$ cat src/rtl/entrada_pin_pkg.sv
// Shared types and key codes for the entrada_pin keypad front end.
package entrada_pin_pkg;

  typedef enum logic [2:0] {
    StIdle,
    StD0,
    StD1,
    StFull,
    StSend
  } estado_t;

  localparam logic [3:0] TECLA_BORRAR = 4'hA;
  localparam logic [3:0] TECLA_ENTER  = 4'hB;
  localparam logic [3:0] DIGITO_MAX   = 4'd9;

  function automatic logic es_digito(input logic [3:0] tecla);
    return tecla <= DIGITO_MAX;
  endfunction

endpackage

$ cat src/rtl/entrada_pin_detector_flanco.sv
// Rising-edge detector on the key-down level: one event per press.
module detector_flanco (
  input  logic clk_i,
  input  logic rst_ni,
  input  logic pulsada_i,
  output logic evento_o
);

  logic pulsada_q;

  always_ff @(posedge clk_i) begin
    if (!rst_ni) begin
      pulsada_q <= 1'b0;
    end else begin
      pulsada_q <= pulsada_i;
    end
  end

  assign evento_o = pulsada_i & ~pulsada_q;

endmodule

$ cat src/rtl/entrada_pin.sv
// Two-digit BCD keypad collector feeding the gate controller's Pin/enterPin.
// Optional partial-entry timeout is enabled by defining PIN_TIMEOUT_EN.
module entrada_pin
  import entrada_pin_pkg::*;
#(
  parameter int unsigned TIMEOUT_CICLOS = 200,
  parameter int unsigned CNT_W          = $clog2(TIMEOUT_CICLOS)
) (
  input  logic       Clk,
  input  logic       Reset,
  input  logic [3:0] Tecla,
  input  logic       Pulsada,
  input  logic       Vehiculo,
  input  logic       Bloqueo,
  output logic [7:0] Pin,
  output logic       enterPin,
  output logic [1:0] Digitos,
  output logic       Rechazo
);

  estado_t    estado_q, estado_d;
  logic [3:0] d1_q, d1_d;
  logic [3:0] d0_q, d0_d;
  logic [7:0] pin_q, pin_d;
  logic       rechazo_q, rechazo_d;
  logic       evento;
  logic       timeout;

  detector_flanco u_detector_flanco (
    .clk_i     (Clk),
    .rst_ni    (Reset),
    .pulsada_i (Pulsada),
    .evento_o  (evento)
  );

`ifdef PIN_TIMEOUT_EN
  logic [CNT_W-1:0] cnt_q, cnt_d;
  logic             parcial;

  assign parcial = (estado_q == StD1) || (estado_q == StFull);
  assign timeout = parcial && (cnt_q == CNT_W'(TIMEOUT_CICLOS - 1));

  // Only an untouched partial entry ages; any press or exit restarts from zero.
  always_comb begin
    cnt_d = '0;
    if (Vehiculo && !Bloqueo && parcial && !evento && !timeout) begin
      cnt_d = cnt_q + 1'b1;
    end
  end

  always_ff @(posedge Clk) begin
    if (!Reset) begin
      cnt_q <= '0;
    end else begin
      cnt_q <= cnt_d;
    end
  end
`else
  logic [31:0] unused_cfg;
  assign unused_cfg = TIMEOUT_CICLOS ^ CNT_W;
  assign timeout    = 1'b0;
`endif

  always_comb begin
    estado_d  = estado_q;
    d1_d      = d1_q;
    d0_d      = d0_q;
    pin_d     = pin_q;
    rechazo_d = 1'b0;
    if (!Vehiculo) begin
      estado_d = StIdle;
      d1_d     = '0;
      d0_d     = '0;
    end else if (Bloqueo) begin
      estado_d = StD0;
      d1_d     = '0;
      d0_d     = '0;
    end else begin
      unique case (estado_q)
        StIdle, StSend: estado_d = StD0;
        default: begin
          if (evento) begin
            if (es_digito(Tecla)) begin
              if (estado_q == StD0) begin
                d1_d     = Tecla;
                estado_d = StD1;
              end else if (estado_q == StD1) begin
                d0_d     = Tecla;
                estado_d = StFull;
              end else begin
                rechazo_d = 1'b1;
              end
            end else if (Tecla == TECLA_BORRAR) begin
              estado_d = StD0;
              d1_d     = '0;
              d0_d     = '0;
            end else if (Tecla == TECLA_ENTER && estado_q == StFull) begin
              pin_d    = {d1_q, d0_q};
              estado_d = StSend;
              d1_d     = '0;
              d0_d     = '0;
            end else begin
              rechazo_d = 1'b1;
            end
          end else if (timeout) begin
            estado_d = StD0;
            d1_d     = '0;
            d0_d     = '0;
          end
        end
      endcase
    end
  end

  always_ff @(posedge Clk) begin
    if (!Reset) begin
      estado_q  <= StIdle;
      d1_q      <= '0;
      d0_q      <= '0;
      pin_q     <= '0;
      rechazo_q <= 1'b0;
    end else begin
      estado_q  <= estado_d;
      d1_q      <= d1_d;
      d0_q      <= d0_d;
      pin_q     <= pin_d;
      rechazo_q <= rechazo_d;
    end
  end

  always_comb begin
    Digitos = 2'd0;
    unique case (estado_q)
      StD1:    Digitos = 2'd1;
      StFull:  Digitos = 2'd2;
      default: Digitos = 2'd0;
    endcase
  end

  assign Pin      = pin_q;
  assign enterPin = (estado_q == StSend);
  assign Rechazo  = rechazo_q;

endmodule

$ cat config.mk
export PLATFORM = sky130hd
export DESIGN_NAME = entrada_pin
export DESIGN_NICKNAME = d
export VERILOG_FILES = /design/src/rtl/entrada_pin_pkg.sv /design/src/rtl/entrada_pin_detector_flanco.sv /design/src/rtl/entrada_pin.sv
export SDC_FILE = /design/constraint.sdc
export NUM_CORES = 1
export LEC_CHECK = 0
export ABC_AREA = 1
export CORE_ASPECT_RATIO = 0.8
export CORE_MARGIN = 2
export CORE_UTILIZATION = 30
export CTS_BUF_LIST = sky130_fd_sc_hd__clkbuf_4
export DETAILED_ROUTE_END_ITERATION = 8
export GPL_ROUTABILITY_DRIVEN = 0
export PLACE_DENSITY = 0.51
export SLEW_MARGIN = 15
export SYNTH_ARGS = -nofsm -noshare
export SYNTH_HDL_FRONTEND = slang
export SYNTH_SLANG_ARGS = --single-unit
$ cat constraint.sdc
create_clock -name Clk -period 1.68 [get_ports Clk]
set_input_delay 0.504 -clock Clk [delete_from_list [all_inputs] [get_ports Clk]]
set_output_delay 0.504 -clock Clk [all_outputs]
set_load 0.02 [all_outputs]
==> results of run 1 <==
[worst register-to-register path, stage by stage, from the launching register on]
cell and delay, ns:
dfxtp_1 0.34, buf_4 0.14, nor2_4 0.09, buf_4 0.11, nand2_2 0.09, nand2_4 0.12
nand3_1 0.14, nand2_1 0.09, nand3_1 0.06, nand2_1 0.06, inv_1 0.03
[routing by layer]
metal | wire length [microns] | GRT usage
met4 | 12 | 0.02041
met3 | 102 | 0.03704
met1 | 1260 | 0.1918
met2 | 1031 | 0.2353
met5 | 0 | 0
[per-stage QoR]
step                      hold slack, ns  cells  instance area (sq um)
after floorplan                   0.4414    136                  969.7
after global placement            0.4591    215                   1375
after detailed placement          0.4558    215                   1375
after CTS                         0.4824    221                   1420
after global routing              0.4990    224                   1453
final                             0.4802    224                   1453
[report_power, final]
| group | switching, mW | total (mW) | internal (mW) | leakage (nW) |
|---|---|---|---|---|
| Sequential | 0.00367 | 0.505 | 0.501 | 0.170 |
| Clock | 0.154 | 0.243 | 0.0888 | 0.0177 |
| Combinational | 0.0716 | 0.140 | 0.0689 | 0.534 |
[worst max-delay path by stage]
| stage | start | endpoint | cells after the start |
|---|---|---|---|
| 5_1_grt | Tecla[0] | d1_q[2]$_SDFFE_PP0P_ | 10 |
| 6_report | Tecla[0] | d1_q[1]$_SDFFE_PP0P_ | 10 |
| 4_1_cts | estado_q[2]$_SDFFE_PP0P_ | enterPin | 3 |
| 2_1_floorplan | Pulsada | Pin[0]$_SDFFE_PN0P_ | 7 |
| 3_5_place_dp | Tecla[2] | d1_q[1]$_SDFFE_PP0P_ | 10 |
| 3_3_place_gp | Tecla[2] | d1_q[2]$_SDFFE_PP0P_ | 10 |
[cells by family after synthesis]
logic type / count (synthesis) / synth area share
buffers and inverters: 17 / 0.07355
AO/OA/AOI/OAI: 20 / 0.1071
flip-flops: 21 / 0.4335
AND/OR/NAND/NOR: 78 / 0.3858
[sequential cells by signal, summed over array words and instances, names as in the netlist]
signal	cells
estado_q	3
d0_q	4
Rechazo	1
u_detector_flanco.pulsada_q	1
Pin	8
d1_q	4
[cells in the final DEF (no fill, tap or decap), drive strengths merged]
cell,instances
a21oi,10
buf,29
clkbuf,3
clkdlybuf4s50,5
clkinv,1
dfxtp,21
dlygate4sd2,9
dlymetal6s2s,3
inv,15
nand2,26
nand3,6
nand4,11
nor2,32
nor3,3
o21ai,10
[cells in the mapped netlist (2+ instances only)]
| cell | instances |
|---|---|
| o21ai_0 | 8 |
| inv_1 | 13 |
| nand2_2 | 2 |
| inv_2 | 2 |
| nor2_1 | 28 |
| nor2_2 | 3 |
| dfxtp_1 | 21 |
| nand3_1 | 6 |
| a21oi_1 | 10 |
| nand4_1 | 11 |
| nor3_4 | 2 |
| nand2_1 | 24 |
[repair_timing]
item                                    CTS  global route
pin swaps                                 2             3
setup buffers                             2             3
endpoints found under the setup margin   16            22
gates resized for setup                  23            12
hold buffers                              0             0
[cell type report]
class / instances / area [sq um] / share of cell area
inverter: 15 / 56.30 / 0.03876
clock buffer: 3 / 22.52 / 0.01550
multi-input combinational: 98 / 503.0 / 0.3463
clock inverter: 1 / 5.005 / 0.003445
timing repair buffer: 46 / 392.9 / 0.2705
sequential: 21 / 422.9 / 0.2911
tap: 40 / 50.05 / 0.03445
==> results.tsv, run 1 <==
stage	metric	value	unit
synthesis	yosysWarningCount	0	
placed_design	dp_hpwl	1822	microns
routing	drc	0	
clock_network	clk_latency	0.31	ns
global_route	overflow	0	
worst_setup_path	crit_path_end_kind	register	
global_route	grt_usage	0.1425	
timing	post-route-period-util	0.9310	
finish	layout-drive-gt1-share	0.2772	
clock_network	cts_tree	built	
routing	via_per_inst	4.438	
timing	tns	0	ns
finish	diodes	0	
floorplanning	core_area	3085	sq um
floorplanning	num_rows	18	
finish	area_growth_syn_to_layout	49.81	%
synthesis	synth_cell_types	18	
floorplanning	io_pins	21	
global_route	antenna_found_initial	0	
worst_setup_path	critPathTopFamily	buffers and inverters	
synthesis	async_flop_share	0	
timing	fmax	0.6394	GHz
worst_setup_path	reg2reg_from	estado_q[2]$_SDFFE_PP0P_	
floorplanning	start_util	0.3143	
finish	num-fill-cells	328	
hold_path	min_from	d0_q[0]$_SDFFE_PP0P_	
placed_design	dp_slack	-0.4140	ns
power	power.density	611.8	nW/um^2
power	power.total	888.8	uW
synthesis	synth_edf_count	0	
floorplanning	dieArea	3706	sq um
synthesis	synthesis.area	969.7	sq um
clock_network	clk_path_buf_depth	2	
synthesis	syn_avg_cell_area	7.130	sq um
power	p_leak	0.7223	nW
routing	dr.pass1.iters	4	
timing	final.min_clock_period	1.564	ns
synthesis	synth_seq_cells	21	
timing	setup_viol	0	
synthesis	synth_flop_cell	dfxtp_1	
clock_network	clock_sink_count	21	
floorplanning	dieWidth	67.57	microns
timing	finClkSkew	0.01349	ns
timing	worst_slew_pin_slew	0.2372	ns
timing	setup_slack	0.1159	ns
clock_network	path_clk_slew	0.13	ns
global_route	grt_max_degree	13	
finish	layout.nets	194	
timing	relSlewSlack	0.8417	
placed_design	port_buffers	20	
worst_setup_path	r2r_cells	10	
synthesis	ys_seq_area_frac	0.4335	
finish	finish.utilization	0.4708	
hold_path	hold_end	d0_q[0]$_SDFFE_PP0P_	
routing	drt_iter0_markers	18	
worst_setup_path	arrival	1.81	ns
synthesis	synth_area_leaders	dfxtp_1, nor2_1, nand2_1	
hold_path	hold_path_class	reg -> reg	
global_route	grt_pass1_wl	3981	microns
worst_setup_path	crit_buf_inv	3	
clock_network	clockRootBuffer	clkbuf_4	
synthesis	syn_nets	145	
worst_setup_path	cp_cell_sequence	clkdlybuf4s50_1, inv_1, nand2_1, nor2_2, nor2_2, nand2_4, buf_12, nand3_2, nand2_1, a21oi_1	
synthesis	syn_inst	136	
run	max_cap_viol_count	0	
timing	hold_viol	0	
worst_setup_path	critPathKind	in -> reg	
timing	drv_slew	0	
synthesis	synth_top_area_share	0.4335	
routing	ant_nets	0	
clock_network	numCtsBuffers	3	
power	worst_ir_drop_vdd	0.0005976	V
outcome	status	complete, no violations	
clock_network	htreeDepth	1	
worst_setup_path	cp_slowest_stage_delay	0.48	ns
worst_setup_path	r2r-end	estado_q[0]$_SDFFE_PN0P_	
timing	rsz0062_at_grt	no	
worst_setup_path	r2r_slack	0.33	ns
floorplanning	die_h	54.85	microns
synthesis	synth_largest_area_cell	dfxtp_1	
routing	wl_per_cell	10.75	microns
routing	vias	994	
global_route	grt_pass1_vias	948	
routing	wl	2407	microns
worst_setup_path	crit_required	1.93	ns
worst_setup_path	critPathMaxFanout	9	
worst_setup_path	critPathSlowestCell	clkdlybuf4s50_1	
worst_setup_path	start_kind	input pin	
hold_path	min_path_cells	2	
Note: power is estimated with default switching activity, not from simulation.
==> run 2: changes to the inputs <==
--- a/config.mk
+++ b/config.mk
@@ -6,6 +6,7 @@
 export NUM_CORES = 1
 export LEC_CHECK = 0
 export ABC_AREA = 1
+export CAP_MARGIN = 10
 export CORE_ASPECT_RATIO = 0.8
 export CORE_MARGIN = 2
 export CORE_UTILIZATION = 30
==> results of run 2 <==
The final DEF is identical to that of run 1; final timing and power are the same.
==> run 3: changes to the inputs <==
--- a/config.mk
+++ b/config.mk
@@ -14,7 +14,7 @@
 export DETAILED_ROUTE_END_ITERATION = 8
 export GPL_ROUTABILITY_DRIVEN = 0
 export PLACE_DENSITY = 0.51
-export SLEW_MARGIN = 15
+export SLEW_MARGIN = 20
 export SYNTH_ARGS = -nofsm -noshare
 export SYNTH_HDL_FRONTEND = slang
 export SYNTH_SLANG_ARGS = --single-unit
==> results of run 3 <==
The final DEF is identical to that of run 1; final timing and power are the same.
